File: src/rtl/hsc_tdc_pkg.sv
// hsc_tdc_pkg: tap-chain geometry and code widths shared by the TDC core and its popcount
package hsc_tdc_pkg;
    localparam int TAPS = 127;
    localparam int HW_W = $clog2(TAPS + 1);
    localparam int PC_W = HW_W;
endpackage

File: src/rtl/hsc_tdc_popcount.sv
// hsc_tdc_popcount: combinational Hamming weight of the TAPS-wide tap difference vector
module hsc_tdc_popcount
    import hsc_tdc_pkg::*;
(
    input  logic [TAPS-1:0] vec_i,
    output logic [PC_W-1:0] cnt_o
);
    // sum every tap bit; synthesis flattens this into an adder tree
    always_comb begin
        cnt_o = '0;
        for (int i = 0; i < TAPS; i++) cnt_o = cnt_o + PC_W'(vec_i[i]);
    end
endmodule

File: src/rtl/hsc_tdc_core.sv
// hsc_tdc_core: single-clock TDC, launches pulse edge into a tap chain and codes it by popcount (optional ovf via HSC_TDC_OVF_EN)
module hsc_tdc_core
    import hsc_tdc_pkg::*;
(
    input  logic            clk,
    input  logic            rst,
    input  logic            launch,
    input  logic            capture,
    input  logic            pg_src,
    input  logic            pg_bypass,
    input  logic            pg_in,
    input  logic            pg_tog,
`ifdef HSC_TDC_OVF_EN
    output logic            ovf,
`endif
    output logic [HW_W-1:0] hw,
    output logic            hw_valid
);
    logic            sync_q;
    logic [TAPS-1:0] chain_q;
    logic            ref_q;
    logic [HW_W-1:0] hw_q;
    logic            valid_q;
    logic            raw;
    logic            pulse;
    logic [PC_W-1:0] pc;
`ifdef HSC_TDC_OVF_EN
    logic            ovf_q;
    assign ovf = ovf_q;
`endif

    assign raw      = pg_src ? pg_tog : pg_in;
    assign pulse    = pg_bypass ? raw : sync_q;
    assign hw       = hw_q;
    assign hw_valid = valid_q;

    hsc_tdc_popcount u_pc (
        .vec_i (chain_q ^ {TAPS{ref_q}}),
        .cnt_o (pc)
    );

    // capture compares the pre-edge chain against the old reference, so launch+capture uses the previous ref
    always_ff @(posedge clk) begin
        if (rst) begin
            sync_q  <= 1'b0;
            chain_q <= '0;
            ref_q   <= 1'b0;
            hw_q    <= '0;
            valid_q <= 1'b0;
`ifdef HSC_TDC_OVF_EN
            ovf_q   <= 1'b0;
`endif
        end else begin
            sync_q  <= raw;
            chain_q <= {chain_q[TAPS-2:0], pulse};
            valid_q <= capture;
            if (launch) ref_q <= pulse;
            if (capture) begin
                hw_q <= HW_W'(pc);
`ifdef HSC_TDC_OVF_EN
                ovf_q <= (pc == PC_W'(TAPS));
`endif
            end
        end
    end
endmodule

File: config.mk
export PLATFORM = sky130hd
export DESIGN_NAME = hsc_tdc_core
export DESIGN_NICKNAME = d
export VERILOG_FILES = /design/src/rtl/hsc_tdc_pkg.sv /design/src/rtl/hsc_tdc_popcount.sv /design/src/rtl/hsc_tdc_core.sv
export SDC_FILE = /design/constraint.sdc
export NUM_CORES = 1
export LEC_CHECK = 0
export CAP_MARGIN = 20
export CORE_AREA = 3 3 132 134
export DETAILED_ROUTE_END_ITERATION = 12
export DIE_AREA = 0 0 135 137
export PLACE_DENSITY = 0.7
export SYNTH_ARGS = -nofsm -noshare
export SYNTH_HDL_FRONTEND = slang
export SYNTH_SLANG_ARGS = --single-unit
File: constraint.sdc
create_clock -name clk -period 7.85 [get_ports clk]
set_input_delay 2.355 -clock clk [delete_from_list [all_inputs] [get_ports clk]]
set_output_delay 2.355 -clock clk [all_outputs]
set_load 0.02 [all_outputs]
# After elaboration in Yosys (flattened, before gate mapping)
# Cells that the tools add are included.
# classes
n_addsub	126
bitwise_logic	1
muxes	2
# ops
cell	count
$add 7x1->7	125
$xor 127x127->127	1
$add 1x1->2	1
$mux 1	2
# totals
regBits	137
in_bits	8

# Longest topological paths before layout
# Gate-level depths: netlist (run 1).
# depth
ltp_word	127
mapped_depth	27
ltp_nobuf	25

# Cells and area by module
# Synthesis (run 1) repeated with hierarchy kept, for this count alone.
# hier_totals
hier_cells	773
area_unflattened_um2	8538.2
# by_module_without_submodules
module	cells_each	instances	area_per_inst_um2	seq_area_each_um2
hsc_tdc_core	443	1	5157.4	2742.6
hsc_tdc_popcount	330	1	3380.7	0.0

# Least setup slack after synthesis (run 1)
# No wires, ideal clock.
# synth_path
path_type	register -> register
start	register ref_q
end	register hw_q[6] (netlist: hw[6])
slack_ns	0.293
path_buffers	2
arrival_ns	7.431
path_stages_with_launch	27
required_ns	7.723
path_cell_list	dfxtp_1 buf_2 buf_2 xnor2_1 fa_1 inv_1 fa_1 inv_1 fa_1 inv_1 fa_1 inv_1 fa_1 inv_1 fa_1 inv_1 fa_1 fa_1 fa_1 fa_1 inv_1 ha_1 fa_1 a211oi_2 nor2_1 nor4_1 nor4_2
# synth_between
elab_chain_cells	127
# synth_lines
element	line	text
start: declaration	hsc_tdc_core.sv:21	logic ref_q;
start signal: assignment	hsc_tdc_core.sv:57	if (launch) ref_q <= pulse;
$xor 127x127->127 *	hsc_tdc_core.sv:38	.vec_i (chain_q ^ {TAPS{ref_q}}),
$add 1x1->2	hsc_tdc_popcount.sv:11	for (int i = 0; i < TAPS; i++) cnt_o = cnt_o + PC_W'(vec_i[i]);
$add 7x1->7 (124 in a row)	hsc_tdc_popcount.sv:11	
$add 7x1->7 *	hsc_tdc_popcount.sv:11	
end signal: assignment	hsc_tdc_core.sv:59	hw_q <= HW_W'(pc);
end: declaration	hsc_tdc_core.sv:22	logic [HW_W-1:0] hw_q;
# Every way passes the cells marked *; elsewhere a longest branch is shown, timed or not.
# A chain may end at the register's enable or synchronous reset.

# Final worst setup path (run 1)
# Same ends and word-level chain as after synthesis.

==> impl_metrics.csv, run 1 <==
group,metric,value,unit
status,outcome,"finished clean",
detailed_routing,final_antenna_net_count,0,
synth,ys_types,33,
synth,netlist_area,8164,um2
place,place_ws,0.05340,ns
synth,synthMostInstantiatedCell,"dfxtp_1",
clock_tree,clk_latency,0.42,ns
sta,fin_crit,7.605,ns
critical_path,reg2reg_slack,0.24,ns
global_route,grt_antenna_before_repair,0,
detailed_routing,drtIter0Drc,148,
critical_path,timing.rr.end,"hw[6]",
synth,ys.flop_type,"dfxtp_1",
synth,syn-num-nets,865,
synth,synth_common_cells,"dfxtp_1, fa_1, inv_1",
floorplan,io_pins,16,
critical_path,critPathRequiredTime,8.18,ns
hold_path,hp-class,"reg2reg",
floorplan,rows,47,
hold_path,holdCritStartpoint,"chain_q[100]",
critical_path,crit_path_max_incr_delay,0.55,ns
place,portBuffers,15,
floorplan,die_width,135,um
layout,diodes,0,
synth,yosys_register_bits,137,
critical_path,slowest_stage,"fa_1",
sta,finalHoldViolCount,0,
place,hpwl,10860,um
sta,fin_crit_sh,0.9688,
synth,netlist_instances,717,
clock_tree,max-clock-path-buffers,2,
global_route,grt_pass1_wl,24300,um
critical_path,arrival,7.94,ns
synth,ys_seq_area_frac,0.3359,
global_route,grt_max_degree,85,
clock_tree,htreeDepth,4,
clock_tree,clkTransAtPathRegs,0.06,ns
synth,synthTopCellsByArea,"dfxtp_1, fa_1, xnor2_1",
synth,avgSynthCellArea,11.39,um2
detailed_routing,drt_drc_violations_left,0,
clock_tree,cts_root_buffer,"clkbuf_16",
detailed_routing,finalWirelength,14270,um
critical_path,timing.rr.start,"ref_q",
sta,fin_worst_skew,0.006678,ns
job,cap_violations,0,
critical_path,reg2reg_depth,25,
floorplan,coreArea,16410,um2
synth,synth-edff-count,0,
global_route,grt_usage,0.1711,
synth,synth.top_cell.area_share,0.3359,
critical_path,endpoint_kind,"flip-flop",
floorplan,die_area,18500,um2
clock_tree,cts_tree,"yes",
critical_path,critPathKind,"reg2reg",
sta,fin_ws,0.2447,ns
hold_path,hold_path_end,"chain_q[101]",
clock_tree,hold_buffers,0,
global_route,overflow,0,
layout,syn_to_final_growth,13.84,%
detailed_routing,wire_per_inst,14.62,um
detailed_routing,vias_per_cell,4.571,
layout,fin_nets,891,
synth,synth_async_sr_flop_share,0,
sta,max_clock_freq,0.1315,GHz
global_route,grt_pass1_vias,4942,
synth,yosysWarnings,0,
sta,finalSetupViolCount,0,
floorplan,die_height,137,um
sta,worst_slew_pin_slew,0.7819,ns
layout,drive_gt1_frac,0.08069,
detailed_routing,routed-via-count,4461,
clock_tree,cts_buffers,17,
place,gp_congestion,0.7834,
sta,max-slew-margin-rel,0.4787,
detailed_routing,first_pass_iters,4,
critical_path,crit_path_frequent_cell,"fa_1",
clock_tree,cts.sinks,137,
synth,netlist.top_cell.by_area,"dfxtp_1",
critical_path,crit_path_start_kind,"flip-flop",
hold_path,holdPathStages,1,
critical_path,critPathMaxFanout,8,
layout,final_core_util,0.5665,
sta,maxSlewViolCount,0,
floorplan,start_util,0.4976,
registers in the layout, summed over array words and instances, names as in the netlist:
register and cells:
hw_valid 1, ref_q 1, sync_q 1, hw 7, chain_q 127
per-layer routing:
| metal | share of wire | up-vias | wire length [um] | global-route usage |
|---|---|---|---|---|
| met2 | 0.52 | 31 | 7455 | 0.2991 |
| met3 | 0.023 | 18 | 329 | 0.04154 |
| met1 | 0.44 | 2245 | 6274 | 0.2132 |
| li1 | - | 2167 | - | - |
| met4 | 0.015 | 0 | 208 | 0.04703 |
| met5 | 0 | - | 0 | 0 |
stage by stage:
step	hold WS [ns]	setup TNS [ns]	area, um2	std cells
finish	0.4738	0	9294	976
global route	0.4890	-0.01501	9294	976
CTS	0.4760	0	9233	970
detailed placement	0.4686	0	8602	938
global placement	0.4600	0	8602	938
floorplan	0.4525	0	8164	717
cells by family (layout without fill, tap and decap cells):
kind of cell,count (synthesis),count (layout),share of synthesized area
AND/OR/NAND/NOR,153,153,0.1186
adder cells (fa/ha/maj),140,140,0.3194
buffers and inverters,138,177,0.06912
flip-flops,137,137,0.3359
XOR/XNOR,129,129,0.1384
AO/OA/AOI/OAI,17,17,0.01487
multiplexers,3,3,0.003678
repair_timing:
action                                 4_1_cts  5_1_grt
endpoints found under the hold margin        0        0
setup buffers                                0        6
resized for setup                            0        4
setup endpoints to repair                    0        3
cells in the final DEF (no fill, tap or decap), types with 2 or more instances in the layout:
| cell | count |
|---|---|
| clkdlybuf4s50_1 | 14 |
| nand2b_1 | 3 |
| clkinv_2 | 3 |
| nor3b_1 | 2 |
| clkbuf_1 | 2 |
| buf_4 | 19 |
| xor2_1 | 42 |
| clkinv_4 | 4 |
| nand3_1 | 2 |
| inv_1 | 108 |
| dfxtp_1 | 136 |
| nand2_1 | 5 |
| fa_1 | 113 |
| a211oi_1 | 3 |
| or3b_2 | 2 |
| nor2_1 | 7 |
| o311ai_0 | 2 |
| a21oi_1 | 2 |
| clkbuf_8 | 2 |
| nor4_2 | 2 |
| nor2b_1 | 105 |
| buf_12 | 4 |
| ha_1 | 26 |
| mux2i_1 | 3 |
| clkbuf_16 | 17 |
| xnor2_1 | 86 |
| and2b_1 | 23 |
| bufinv_16 | 4 |
| o21ai_0 | 4 |
worst max path at each step:
stage	startpoint	to	slack, ns
floorplan	ref_q	hw[6]	0.29
global placement	ref_q	hw[6]	0.15
detailed placement	ref_q	hw[6]	0.05
CTS	ref_q	hw[6]	0.03
global route	ref_q	hw[6]	-0.02
finish	ref_q	hw[6]	0.24
worst max-delay path, delay by kind of cell, from the launching register on:
family | cells | cell delay (ns)
compound gates | 2 | 0.51
xor+xnor | 1 | 0.17
fa+ha+maj | 12 | 5.58
buf+inv | 8 | 0.64
flops | 1 | 0.39
simple gates | 2 | 0.23
cell type report:
| cell class | instances | area [um2] |
|---|---|---|
| well taps | 220 | 275.3 |
| flip-flops and latches | 137 | 2746 |
| fillers | 1319 | 7113 |
| repair buffers | 37 | 362.8 |
| clock buffers | 21 | 460.4 |
| multi-input cells | 442 | 4873 |
| inverters | 108 | 405.4 |
| clock inverters | 11 | 170.2 |
Power of run 1 is left out: the tool's default activity adds up to more than one toggle a clock period on the data nets, which glitch-free logic cannot reach.
==> run 2, diff against run 1 <==
--- a/config.mk
+++ b/config.mk
@@ -5,11 +5,11 @@
 export SDC_FILE = /design/constraint.sdc
 export NUM_CORES = 1
 export LEC_CHECK = 0
-export CAP_MARGIN = 20
 export CORE_AREA = 3 3 132 134
 export DETAILED_ROUTE_END_ITERATION = 12
 export DIE_AREA = 0 0 135 137
-export PLACE_DENSITY = 0.7
+export HOLD_SLACK_MARGIN = 0.12
+export PLACE_DENSITY = 0.68
 export SYNTH_ARGS = -nofsm -noshare
 export SYNTH_HDL_FRONTEND = slang
 export SYNTH_SLANG_ARGS = --single-unit
==> constraint.sdc (replaced) <==
create_clock -name clk -period 9.45 [get_ports clk]
set_input_delay 2.835 -clock clk [delete_from_list [all_inputs] [get_ports clk]]
set_output_delay 2.835 -clock clk [all_outputs]
set_load 0.02 [all_outputs]
==> run 2 against run 1 <==
Flip-flop and latch count unchanged; setup slack gained 1.1 ns; global-route usage rose by 0.94 points; maximum frequency shrank 6.7%; sequential share of layout area up 0.67 points; cell count decreased by 1.6%; wire length is 0.86% higher; register-to-register slack gained 1.1 ns; die area did not move.
==> impl_metrics.csv, run 2 (synthesis gave the netlist of run 1 again) <==
group,metric,value,unit
status,outcome,"finished clean",
layout,largest_register_ff_count,127,
critical_path,critPathKind,"reg2reg",
global_route,grt_pass1_vias,5027,
clock_tree,cts_setup_buffers,0,
sta,finalSetupViolCount,0,
critical_path,cp.buffers_inverters,6,
clock_tree,clkTransAtPathRegs,0.07,ns
detailed_routing,first_pass_iters,4,
sta,setup_tns,0,ns
sta,finalHoldViolCount,0,
detailed_routing,finalWirelength,14390,um
detailed_routing,drtIter0Drc,164,
sta,maxSlewViolCount,0,
clock_tree,cts_tree,"yes",
floorplan,io_pins,16,
detailed_routing,wire_per_inst,14.99,um
global_route,grt_antenna_before_repair,0,
global_route,grt_pass1_wl,25340,um
clock_tree,cts_root_buffer,"clkbuf_16",
clock_tree,htreeDepth,4,
global_route,grt_max_degree,100,
floorplan,coreArea,16410,um2
critical_path,critPathTopFamily,"adder cells",
floorplan,rows,47,
clock_tree,cts_resized,0,
critical_path,reg2reg_slack,1.30,ns
critical_path,crit_path_frequent_cell,"fa_1",
global_route,grt_usage,0.1805,
sta,max_clock_freq,0.1227,GHz
place,dp_cells,928,
sta,holdWs,0.4738,ns
floorplan,die_width,135,um
layout,fin_cells,960,
clock_tree,clk_latency,0.43,ns
place,gp_congestion,0.8243,
clock_tree,cts_buffers,17,
detailed_routing,vias_per_cell,4.585,
sta,fin_crit_sh,0.8623,
job,cap_violations,0,
sta,fin_crit,8.149,ns
clock_tree,max-clock-path-buffers,2,
critical_path,crit_path_start_kind,"flip-flop",
global_route,overflow,0,
detailed_routing,routed-via-count,4402,
clock_tree,cts.sinks,137,
sta,worst_slew_pin_slew,0.9763,ns
floorplan,die_area,18500,um2
layout,drive_gt1_frac,0.05811,
floorplan,die_height,137,um
critical_path,crit_path_max_incr_delay,0.79,ns
hold_path,hp-class,"reg2reg",
layout,fillers,1406,
layout,syn_to_final_growth,11.31,%
place,portBuffers,15,
critical_path,slowest_stage,"dfxtp_4",
clock_tree,hold_buffers,0,
critical_path,arrival,8.46,ns
layout,regMostFlops,"chain_q",
layout,diodes,0,
layout,final_core_util,0.5539,
critical_path,critPathMaxFanout,42,
detailed_routing,drt_drc_violations_left,0,
sta,max-slew-margin-rel,0.3492,
layout,final_cell_mix,"dfxtp_1, fa_1, inv_1",
critical_path,path_cells,"buf_12 > xnor2_1 > fa_1 > fa_1 > inv_1 > fa_1 > inv_1 > fa_1 > fa_1 > inv_1 > fa_1 > inv_1 > fa_1 > fa_1 > fa_1 > fa_1 > inv_1 > ha_1 > fa_1 > a211oi_2 > nor2_1 > nor4_1 > nor4_2",
sta,fin_worst_skew,0.01114,ns
place,hpwl,10870,um
layout,fin_nets,875,
critical_path,critPathRequiredTime,9.76,ns
critical_path,endpoint_kind,"flip-flop",
floorplan,start_util,0.4976,
detailed_routing,final_antenna_net_count,0,
sta,rsz0062_at_grt,"no",
layout,layout_commonest_cell,"dfxtp_1",
==> run 2: metal layers <==
metal  vias up  global-route usage  share of wire
met3        24             0.04559          0.023
li1       2126                   -              -
met4         0             0.06719          0.024
met1      2210              0.2281           0.46
met5         -                   0              0
met2        42              0.3016           0.50
==> run 2: worst register-to-register path, delay by kind of cell, from the launching register on <==
kind                     cells  cell delay, ns
adder cells (fa/ha/maj)     12            5.65
buffers and inverters        6            0.63
flip-flops                   1            0.79
XOR/XNOR                     1            0.19
AO/OA/AOI/OAI                1            0.27
AND/OR/NAND/NOR              3            0.51
==> run 2: area by class of cell <==
type                    count  area, um2  share of cell area
inverters                 108      405.4             0.04461
clock buffers              19      454.2             0.04998
clock inverters            13      143.9             0.01583
repair buffers             21      205.2             0.02258
multi-input cells         442       4857              0.5345
well taps                 220      275.3             0.03029
flip-flops and latches    137       2746              0.3022
==> run 2: path summary, 6_finish.rpt <==
path | from | to | cells after the start
setup / recovery | ref_q | hw[6] | 23
hold / removal | chain_q[114] | chain_q[115] | 1
setup reg to reg | ref_q | hw[6] | 23
hold reg to reg | chain_q[114] | chain_q[115] | 1
==> run 2: metrics by stage <==
step / setup slack [ns] / area [um2]
after floorplan: 1.893 / 8164
after global placement: 1.429 / 8489
after detailed placement: 1.282 / 8489
after CTS: 1.258 / 9087
after global routing: 0.9060 / 9087
final: 1.301 / 9087
Power of run 2 is left out for the same reason.
